$ cat src/rtl/hdlc_pkg.sv
// Shared HDLC receive constants and deframer state encoding.
package hdlc_pkg;
  localparam logic [7:0] FLAG  = 8'h7E;
  localparam logic [7:0] ABORT = 8'h7F;

  typedef enum logic {HUNT, FRAME} state_t;
endpackage

$ cat src/rtl/rx_deframer_if.sv
// Serial line input and decoded byte/event outputs of the HDLC deframer.
interface rx_deframer_if;
  logic       Rx;
  logic       RxEN;
  logic [7:0] Rx_Data;
  logic       Rx_NewByte;
  logic       Rx_ValidFrame;
  logic       Rx_FlagDetect;
  logic       Rx_AbortDetect;
  logic       Rx_EoF;
  logic       Rx_FrameError;
  logic       ZeroDetect;

  modport master (
    output Rx, RxEN,
    input  Rx_Data, Rx_NewByte, Rx_ValidFrame, Rx_FlagDetect,
           Rx_AbortDetect, Rx_EoF, Rx_FrameError, ZeroDetect
  );
  modport slave (
    input  Rx, RxEN,
    output Rx_Data, Rx_NewByte, Rx_ValidFrame, Rx_FlagDetect,
           Rx_AbortDetect, Rx_EoF, Rx_FrameError, ZeroDetect
  );
endinterface

$ cat src/rtl/rx_flag_window.sv
// 8-bit line window with per-bit data-valid mask; spots flag/abort patterns
// and presents the bit falling out of the window as the delayed data bit.
module rx_flag_window
  import hdlc_pkg::*;
(
  input  logic Clk,
  input  logic Rst,
  input  logic en,
  input  logic rx,
  input  logic in_frame,
  output logic exit_bit,
  output logic exit_vld,
  output logic is_flag,
  output logic is_abort
);
  logic [7:0] win, mask, win_nxt;

  assign win_nxt  = {win[6:0], rx};
  assign is_flag  = en && (win_nxt == FLAG);
  assign is_abort = en && (win_nxt == ABORT);
  assign exit_bit = win[7];
  assign exit_vld = en && mask[7];

  always_ff @(posedge Clk) begin
    if (Rst) begin
      win  <= '0;
      mask <= '0;
    end else if (en) begin
      win <= win_nxt;
      // Bits that formed a flag/abort must never surface as data.
      // Outside a frame the mask is already empty, so clearing on abort is safe.
      mask <= (is_flag || is_abort) ? 8'h00 : {mask[6:0], in_frame};
    end
  end
endmodule

$ cat src/rtl/rx_deframer.sv
// HDLC receive deframer: zero destuffing, byte assembly and frame delimiting.
module rx_deframer
  import hdlc_pkg::*;
(
  input  logic         Clk,
  input  logic         Rst,
  rx_deframer_if.slave bus
);
  state_t     state;
  logic [2:0] ones, cnt, ones_n, cnt_n;
  logic [7:0] asm_q, asm_n;
  logic       bytes, bytes_n, zd, nb;
  logic       exit_bit, exit_vld, is_flag, is_abort, en;

  assign en = bus.RxEN;

  rx_flag_window u_win (
    .Clk(Clk), .Rst(Rst), .en(en), .rx(bus.Rx), .in_frame(state == FRAME),
    .exit_bit(exit_bit), .exit_vld(exit_vld), .is_flag(is_flag), .is_abort(is_abort)
  );

  // Exit bit is handled first; flag/abort decisions see these updated counters.
  always_comb begin
    ones_n  = ones;
    cnt_n   = cnt;
    asm_n   = asm_q;
    bytes_n = bytes;
    zd      = 1'b0;
    nb      = 1'b0;
    if (exit_vld) begin
      if (!exit_bit && ones == 3'd5) begin
        ones_n = 3'd0;
        zd     = 1'b1;
      end else begin
        ones_n     = exit_bit ? ((ones == 3'd7) ? ones : ones + 3'd1) : 3'd0;
        asm_n[cnt] = exit_bit;
        if (cnt == 3'd7) begin
          nb      = 1'b1;
          bytes_n = 1'b1;
        end
        cnt_n = cnt + 3'd1;
      end
    end
  end

  always_ff @(posedge Clk) begin
    if (Rst) begin
      state              <= HUNT;
      ones               <= '0;
      cnt                <= '0;
      asm_q              <= '0;
      bytes              <= 1'b0;
      bus.Rx_Data        <= 8'h00;
      bus.Rx_NewByte     <= 1'b0;
      bus.Rx_ValidFrame  <= 1'b0;
      bus.Rx_FlagDetect  <= 1'b0;
      bus.Rx_AbortDetect <= 1'b0;
      bus.Rx_EoF         <= 1'b0;
      bus.Rx_FrameError  <= 1'b0;
      bus.ZeroDetect     <= 1'b0;
    end else begin
      bus.Rx_NewByte     <= 1'b0;
      bus.Rx_FlagDetect  <= 1'b0;
      bus.Rx_AbortDetect <= 1'b0;
      bus.Rx_EoF         <= 1'b0;
      bus.Rx_FrameError  <= 1'b0;
      bus.ZeroDetect     <= 1'b0;
      if (en) begin
        ones           <= ones_n;
        cnt            <= cnt_n;
        asm_q          <= asm_n;
        bytes          <= bytes_n;
        bus.ZeroDetect <= zd;
        bus.Rx_NewByte <= nb;
        if (nb) bus.Rx_Data <= asm_n;
        bus.Rx_FlagDetect <= is_flag;
        if (is_flag) begin
          // A closing flag doubles as the opening flag of the next frame.
          if (state == FRAME) begin
            bus.Rx_EoF        <= (cnt_n == 3'd0) && bytes_n;
            bus.Rx_FrameError <= (cnt_n != 3'd0);
          end
          state             <= FRAME;
          bus.Rx_ValidFrame <= 1'b1;
          cnt               <= '0;
          ones              <= '0;
          bytes             <= 1'b0;
        end else if (is_abort && state == FRAME) begin
          bus.Rx_AbortDetect <= 1'b1;
          state              <= HUNT;
          bus.Rx_ValidFrame  <= 1'b0;
          cnt                <= '0;
          ones               <= '0;
          bytes              <= 1'b0;
        end
      end
    end
  end
endmodule
$ cat src/flat_wrapper.sv
// flat-port wrapper written by rule: the top's interface ports become plain ports
module rx_deframer_flat import hdlc_pkg::*;
  (Clk, Rst, bus_Rx, bus_RxEN, bus_Rx_Data, bus_Rx_NewByte, bus_Rx_ValidFrame, bus_Rx_FlagDetect, bus_Rx_AbortDetect, bus_Rx_EoF, bus_Rx_FrameError, bus_ZeroDetect);
  rx_deframer_if bus_i ();
  input  logic Clk;
  input  logic Rst;
  input wire logic [$bits(bus_i.Rx)-1:0] bus_Rx;
  input wire logic [$bits(bus_i.RxEN)-1:0] bus_RxEN;
  output wire logic [$bits(bus_i.Rx_Data)-1:0] bus_Rx_Data;
  output wire logic [$bits(bus_i.Rx_NewByte)-1:0] bus_Rx_NewByte;
  output wire logic [$bits(bus_i.Rx_ValidFrame)-1:0] bus_Rx_ValidFrame;
  output wire logic [$bits(bus_i.Rx_FlagDetect)-1:0] bus_Rx_FlagDetect;
  output wire logic [$bits(bus_i.Rx_AbortDetect)-1:0] bus_Rx_AbortDetect;
  output wire logic [$bits(bus_i.Rx_EoF)-1:0] bus_Rx_EoF;
  output wire logic [$bits(bus_i.Rx_FrameError)-1:0] bus_Rx_FrameError;
  output wire logic [$bits(bus_i.ZeroDetect)-1:0] bus_ZeroDetect;
  assign bus_i.Rx = bus_Rx;
  assign bus_i.RxEN = bus_RxEN;
  assign bus_Rx_Data = bus_i.Rx_Data;
  assign bus_Rx_NewByte = bus_i.Rx_NewByte;
  assign bus_Rx_ValidFrame = bus_i.Rx_ValidFrame;
  assign bus_Rx_FlagDetect = bus_i.Rx_FlagDetect;
  assign bus_Rx_AbortDetect = bus_i.Rx_AbortDetect;
  assign bus_Rx_EoF = bus_i.Rx_EoF;
  assign bus_Rx_FrameError = bus_i.Rx_FrameError;
  assign bus_ZeroDetect = bus_i.ZeroDetect;
  rx_deframer u_core (.Clk(Clk), .Rst(Rst), .bus(bus_i));
endmodule
$ cat config.mk
export PLATFORM = sky130hd
export DESIGN_NAME = rx_deframer_flat
export DESIGN_NICKNAME = d
export VERILOG_FILES = /design/src/rtl/hdlc_pkg.sv /design/src/rtl/rx_deframer_if.sv /design/src/rtl/rx_flag_window.sv /design/src/rtl/rx_deframer.sv /design/src/flat_wrapper.sv
export SDC_FILE = /design/constraint.sdc
export NUM_CORES = 1
export LEC_CHECK = 0
export CORE_MARGIN = 3
export CORE_UTILIZATION = 51
export CTS_CLUSTER_DIAMETER = 80
export DETAILED_ROUTE_END_ITERATION = 8
export HOLD_SLACK_MARGIN = 0.03
export PLACE_DENSITY = 0.86
export SLEW_MARGIN = 20
export SYNTH_ARGS = -nofsm -noshare
export SYNTH_HDL_FRONTEND = slang
export SYNTH_SLANG_ARGS = --single-unit
$ cat constraint.sdc
create_clock -name Clk -period 1.6 [get_ports Clk]
set_input_delay 0.32 -clock Clk [delete_from_list [all_inputs] [get_ports Clk]]
set_output_delay 0.32 -clock Clk [all_outputs]
set_load 0.02 [all_outputs]
* After elaboration in Yosys (flattened, before gate mapping)
Index checks and enable logic that the tools add are counted.
Word-level totals: flip-flop bits (word level) 46, input bits 4
Operators by class: add/subtract/negate cells 2, order comparisons 2, equality and inequality tests 6, muxes and demuxes 28, bitwise logic cells 4, reduce and logical (&&, ||, !) cells 20
Operators by type and width (number):
- $mux 3 | 10
- $mux 8 | 3
- $eq 8x7->1 const B | 2
- $mux 1 | 13
- $eq 3x3->1 const B | 3
- $bwmux 8 | 1
- $logic_and 1x1->1 | 7
- $add 3x1->3 const B | 2
- $reduce_bool 3->1 | 2
- $reduce_or 3->1 | 2
- $ne 5x3->1 const B | 1
- $lt 3x4->1 const B | 1
- $not 1->1 | 4
- $reduce_and 2->1 | 2
- $reduce_or 4->1 | 1
- $demux 1 s3 | 1
- $ge 3x1->1 const B | 1
- $logic_not 3->1 | 1
- $reduce_and 3->1 | 1
- $reduce_bool 2->1 | 1
- $reduce_or 2->1 | 1
- $logic_not 1->1 | 1
- $logic_or 1x1->1 | 1

* Longest topological paths before layout
word-level depth 7, gate-level depth with buffers 7, mapped depth without buffers 5

* Modules after synthesis
A second synthesis with hierarchy kept.
Second synthesis, totals: cell total of the unflattened synthesis 235, area, all modules 2235.9 µm²
By module, submodules not included:
- rx_deframer | times used 1, cells an instance 168, area an instance 1551.5 µm², seq. area each 600.6 µm²
- rx_flag_window | times used 1, cells an instance 67, area an instance 684.4 µm², seq. area each 320.3 µm²

* Worst setup path before layout
No wires, ideal clock.
path type register -> register, start point reg u_core.cnt[0], end point reg u_core.bus.Rx_NewByte, library setup time 115 ps, arrival time 1445 ps, data required time 1485 ps, setup slack 39 ps, cell stages (with the launch flop) 8, path buffers 2, cells stage by stage dfxtp_1 ha_1 ha_1 and3_1 buf_2 and2_1 buf_2 and3_1
On the way: longest elaborated chain between the ends 4
Ends and longest elaborated chain:
- start: declaration | RTL line rx_deframer.sv:10 | logic [2:0] ones, cnt, ones_n, cnt_n;
- start signal: assignment | RTL line rx_deframer.sv:70 | cnt <= cnt_n;
- $eq 3x3->1 | RTL line rx_deframer.sv:37 | if (cnt == 3'd7) begin
- $mux 1 | RTL line rx_deframer.sv:37
- $mux 1 | RTL line rx_deframer.sv:31 | if (!exit_bit && ones == 3'd5) begin
- $mux 1 | RTL line rx_deframer.sv:30 | if (exit_vld) begin
- end signal: assignment | RTL line rx_deframer.sv:74 | bus.Rx_NewByte <= nb;
- end: declaration | RTL line rx_deframer_if.sv:21 | output Rx_Data, Rx_NewByte, Rx_ValidFrame, Rx_FlagDetect,
No other way between the ends. A chain may end at the register's enable or synchronous reset.

* Final worst setup path
start point reg u_core.cnt[1], end point reg u_core.bus.Rx_EoF
On the way: longest elaborated chain between the ends 5
Ends and longest elaborated chain:
- $add 3x1->3 or $eq 3x3->1 (tied branches) | RTL line rx_deframer.sv:41, rx_deframer.sv:37
- $mux 3 or $mux 1 (tied branches) | RTL line rx_deframer.sv:31, rx_deframer.sv:37
- $mux 3 or $mux 1 (tied branches) | RTL line rx_deframer.sv:30, rx_deframer.sv:31
- $logic_not 3->1 or $mux 1 (tied branches) | RTL line rx_deframer.sv:80, rx_deframer.sv:30
- $logic_and 1x1->1 (*) | RTL line rx_deframer.sv:80 | bus.Rx_EoF <= (cnt_n == 3'd0) && bytes_n;
- end signal: assignment | RTL line rx_deframer.sv:80
- end: declaration | RTL line rx_deframer_if.sv:22 | Rx_AbortDetect, Rx_EoF, Rx_FrameError, ZeroDetect
Every way passes the cells marked *; elsewhere a longest branch is shown, timed or not.

==> impl_metrics.json <==
{
  "synth_seq_cells": 46,
  "clk_latency_ns": 0.31,
  "synth_compound_area_share_pct": 14.9,
  "drc": 0,
  "netlist_area_mm2": 0.00207,
  "dp.final_hpwl_um": 3110,
  "synth_xor_area_share_pct": 0,
  "core_area_mm2": 0.00380,
  "clkTransAtPathRegs_ns": 0.09,
  "crit_top_cell": "buf_4",
  "drive_gt1_share_pct": 17.5,
  "cp_top_family": "compound AO/OA/AOI/OAI gates",
  "dr.pass1.iters": 4,
  "yosysSeqAreaShare_pct": 44.5,
  "nets": 260,
  "slew_headroom_pct": 76.9,
  "syn_inst": 221,
  "grt_usage_pct": 19.2,
  "grt_pass1_wl_um": 7510,
  "swShare_pct": 23.2,
  "cts_tree": "built",
  "cts-htree-levels": 2,
  "vias": 1713,
  "initial_utilization_pct": 54.5,
  "synth_edf_count": 0,
  "cts.path.max_buffers": 2,
  "placed_cells": 291,
  "via_per_inst": 5.71,
  "wl_per_cell_um": 14.8,
  "final.setup.tns_ns": 0,
  "die_w_um": 69.7,
  "grt_max_degree": 27,
  "drt_iter0_markers": 112,
  "clock_skew_ns": 0.0112,
  "cp_max_fo": 13,
  "antenna_left": 0,
  "p_int_uw": 1480,
  "crit_type": "reg2reg",
  "finalHoldViolCount": 0,
  "cap_violations": 0,
  "gp_congestion": 0.792,
  "placementRows": 22,
  "arrival_ns": 1.79,
  "hold_buffers": 0,
  "die-area_mm2": 0.00486,
  "yosysWarnings": 0,
  "grt_pass1_vias": 1593,
  "yosysUniqueCellTypes": 33,
  "crit_path_cell_trace": "buf_4 -> nor3_1 -> o21ai_0 -> buf_4 -> a2111oi_2",
  "maxSlewViolCount": 0,
  "start_kind": "register",
  "slowest_delay_ns": 0.34,
  "cts_buffers": 5,
  "end_kind": "register",
  "postSynthAreaPerCell_um2": 9.36,
  "powerDensity_mw_per_mm2": 760,
  "p_seq_share_pct": 59.5,
  "outcome": "complete, no violations",
  "wl_um": 4430,
  "synth_top_family_by_area": "simple AND/OR/NAND/NOR gates",
  "rsz0062_at_grt": "yes",
  "io_pins": 19,
  "synth_nets": 230,
  "antenna_found_initial": 0,
  "synth-async-reset-ratio_pct": 0,
  "layout.cells.non_filler": 300,
  "min_period_over_period_pct": 98.9,
  "worst_path_max_delay_cell": "dfxtp_1",
  "timing.fmax_ghz": 0.632,
  "power_frac_comb_pct": 3.8,
  "clkSinkCount": 46,
  "p_sw_uw": 449,
  "grt_overflow": 0,
  "die_y_um": 69.7,
  "clkPwrFrac_pct": 36.6,
  "fin_crit_ns": 1.58,
  "finalSetupViolations": 0,
  "worst_slew_pin_slew_ns": 0.347,
  "leakage_uw": 0.00110,
  "clock-root-buffer": "clkbuf_8",
  "crit_buf_inv": 2,
  "ir_drop_mv": 0.318,
  "synth-adder-area-share_pct": 3.02,
  "synthMuxAreaShare_pct": 11.6,
  "portBuffers": 18,
  "synth_ff_type": "dfxtp_1",
  "synthSimpleGateAreaFrac_pct": 21.3,
  "n_antenna_cell": 0,
  "required_ns": 1.81,
  "hold_path.class": "reg2reg",
  "area_delta_synth_final_pct": 22.8
}
-- cell type report --
type	count	area (µm²)
Timing Repair Buffer	42	373
Fill cell	282	1260
Tap cell	48	60.1
Inverter	4	15.0
Multi-Input combinational cell	152	1080
Clock buffer	5	68.8
Clock inverter	3	21.3
Sequential cell	46	923
-- synthesized netlist by cell type (4+ instances only) --
cell type  instances  area share (%)
buf_2              5             1.2
nand3_1            7             1.7
inv_1              4            0.73
dfxtp_1           46              44
nor2_1            12             2.2
nand4_1            5             1.5
mux2i_1           24              12
o21ai_0            8             1.9
o211ai_1           8             2.9
a21oi_1           23             5.6
nand2_1           11             2.0
clkbuf_1          13             2.4
nor3b_1            4             1.5
ha_1               5             3.0
nand2b_1           9             2.7
a211oi_1           8             2.9
nand3b_1           4             1.5
-- power groups by stage --
| stage | logic [µW] | clock network [µW] | registers (µW) |
|---|---|---|---|
| 2_1_floorplan | 43.3 | 0 | 1180 |
| 3_3_place_gp | 71.6 | 0 | 1180 |
| 6_report | 74.0 | 708 | 1150 |
| 3_5_place_dp | 71.9 | 0 | 1180 |
| 5_1_grt | 79.6 | 772 | 1150 |
| 4_1_cts | 71.8 | 723 | 1150 |
-- cells in the final DEF (no fill, tap or decap), drive strengths merged, types with 4 or more instances in the layout --
cell type | netlist | final
clkdlybuf4s50 | 0 | 10
buf | 6 | 24
mux2i | 24 | 24
nand3b | 4 | 4
clkbuf | 13 | 5
nand2 | 11 | 11
a211oi | 8 | 8
dfxtp | 46 | 46
nand3 | 7 | 7
o211ai | 8 | 8
a21oi | 23 | 23
nor3b | 4 | 4
nor2 | 12 | 12
nand4 | 5 | 5
dlymetal6s2s | 0 | 6
nand2b | 9 | 9
ha | 5 | 5
o21ai | 8 | 8
inv | 4 | 4
-- registers in the layout, summed over array words and instances, names as in the netlist --
register and cells:
u_core.asm_q 8, u_core.bus.Rx_Data 8, u_core.u_win.mask 8, u_core.u_win.win 8, u_core.cnt 3, u_core.ones 3, u_core.bus.Rx_AbortDetect 1, u_core.bus.Rx_EoF 1
u_core.bus.Rx_FlagDetect 1, u_core.bus.Rx_FrameError 1, u_core.bus.Rx_NewByte 1, u_core.bus.ZeroDetect 1, u_core.bytes 1, u_core.state 1
-- worst min-delay path, delay by kind of cell (launching register included) --
family	cells	cell delay [ns]
muxes	1	0.06
and+or+nand+nor	1	0.05
DFF	1	0.32
-- kinds of logic (layout without fill, tap and decap cells) --
| family | after synthesis | after routing |
|---|---|---|
| fa+ha+maj | 5 | 5 |
| mux | 24 | 24 |
| flops | 46 | 46 |
| simple gates | 73 | 73 |
| buf+inv | 23 | 54 |
| compound gates | 50 | 50 |
-- path summary, 6_finish.rpt --
kind | from | end | slack (ns) | depth (start not counted)
worst min register to register | u_core.asm_q[3] | u_core.asm_q[3] | 0.47 | 2
worst min-delay path | u_core.asm_q[3] | u_core.asm_q[3] | 0.47 | 2
worst max register to register | u_core.cnt[1] | u_core.bus.Rx_EoF | 0.02 | 5
worst max-delay path | u_core.cnt[1] | u_core.bus.Rx_EoF | 0.02 | 5
-- what timing repair did --
item	in CTS	in global routing
endpoints found under the hold margin	0	0
gates resized for setup	4	13
setup endpoints to repair	3	15
pin swaps	0	3
buffers inserted	0	1
-- per-stage QoR --
stage	cell area (µm²)	setup slack, ns	util [%]	power (µW)	hold WS (ns)
floorplan	2070	0.0394	-	1220	0.389
global placement	2400	-0.359	63.2	1250	0.449
detailed placement	2400	-0.393	63.2	1250	0.456
CTS	2490	0.0241	65.6	1950	0.473
global route	2540	-0.0329	66.9	2000	0.494
finish	2540	0.0178	66.9	1930	0.472
-- metal layers --
| metal | vias up | GRT usage, % | part of all wire (%) |
|---|---|---|---|
| li1 | 859 | - | - |
| met3 | 7 | 3.91 | 3.8 |
| met2 | 31 | 32.8 | 49 |
| met1 | 816 | 23.3 | 45 |
| met5 | - | 0 | 0 |
| met4 | 0 | 7.87 | 1.6 |
Power figures use the tool's default switching activity.
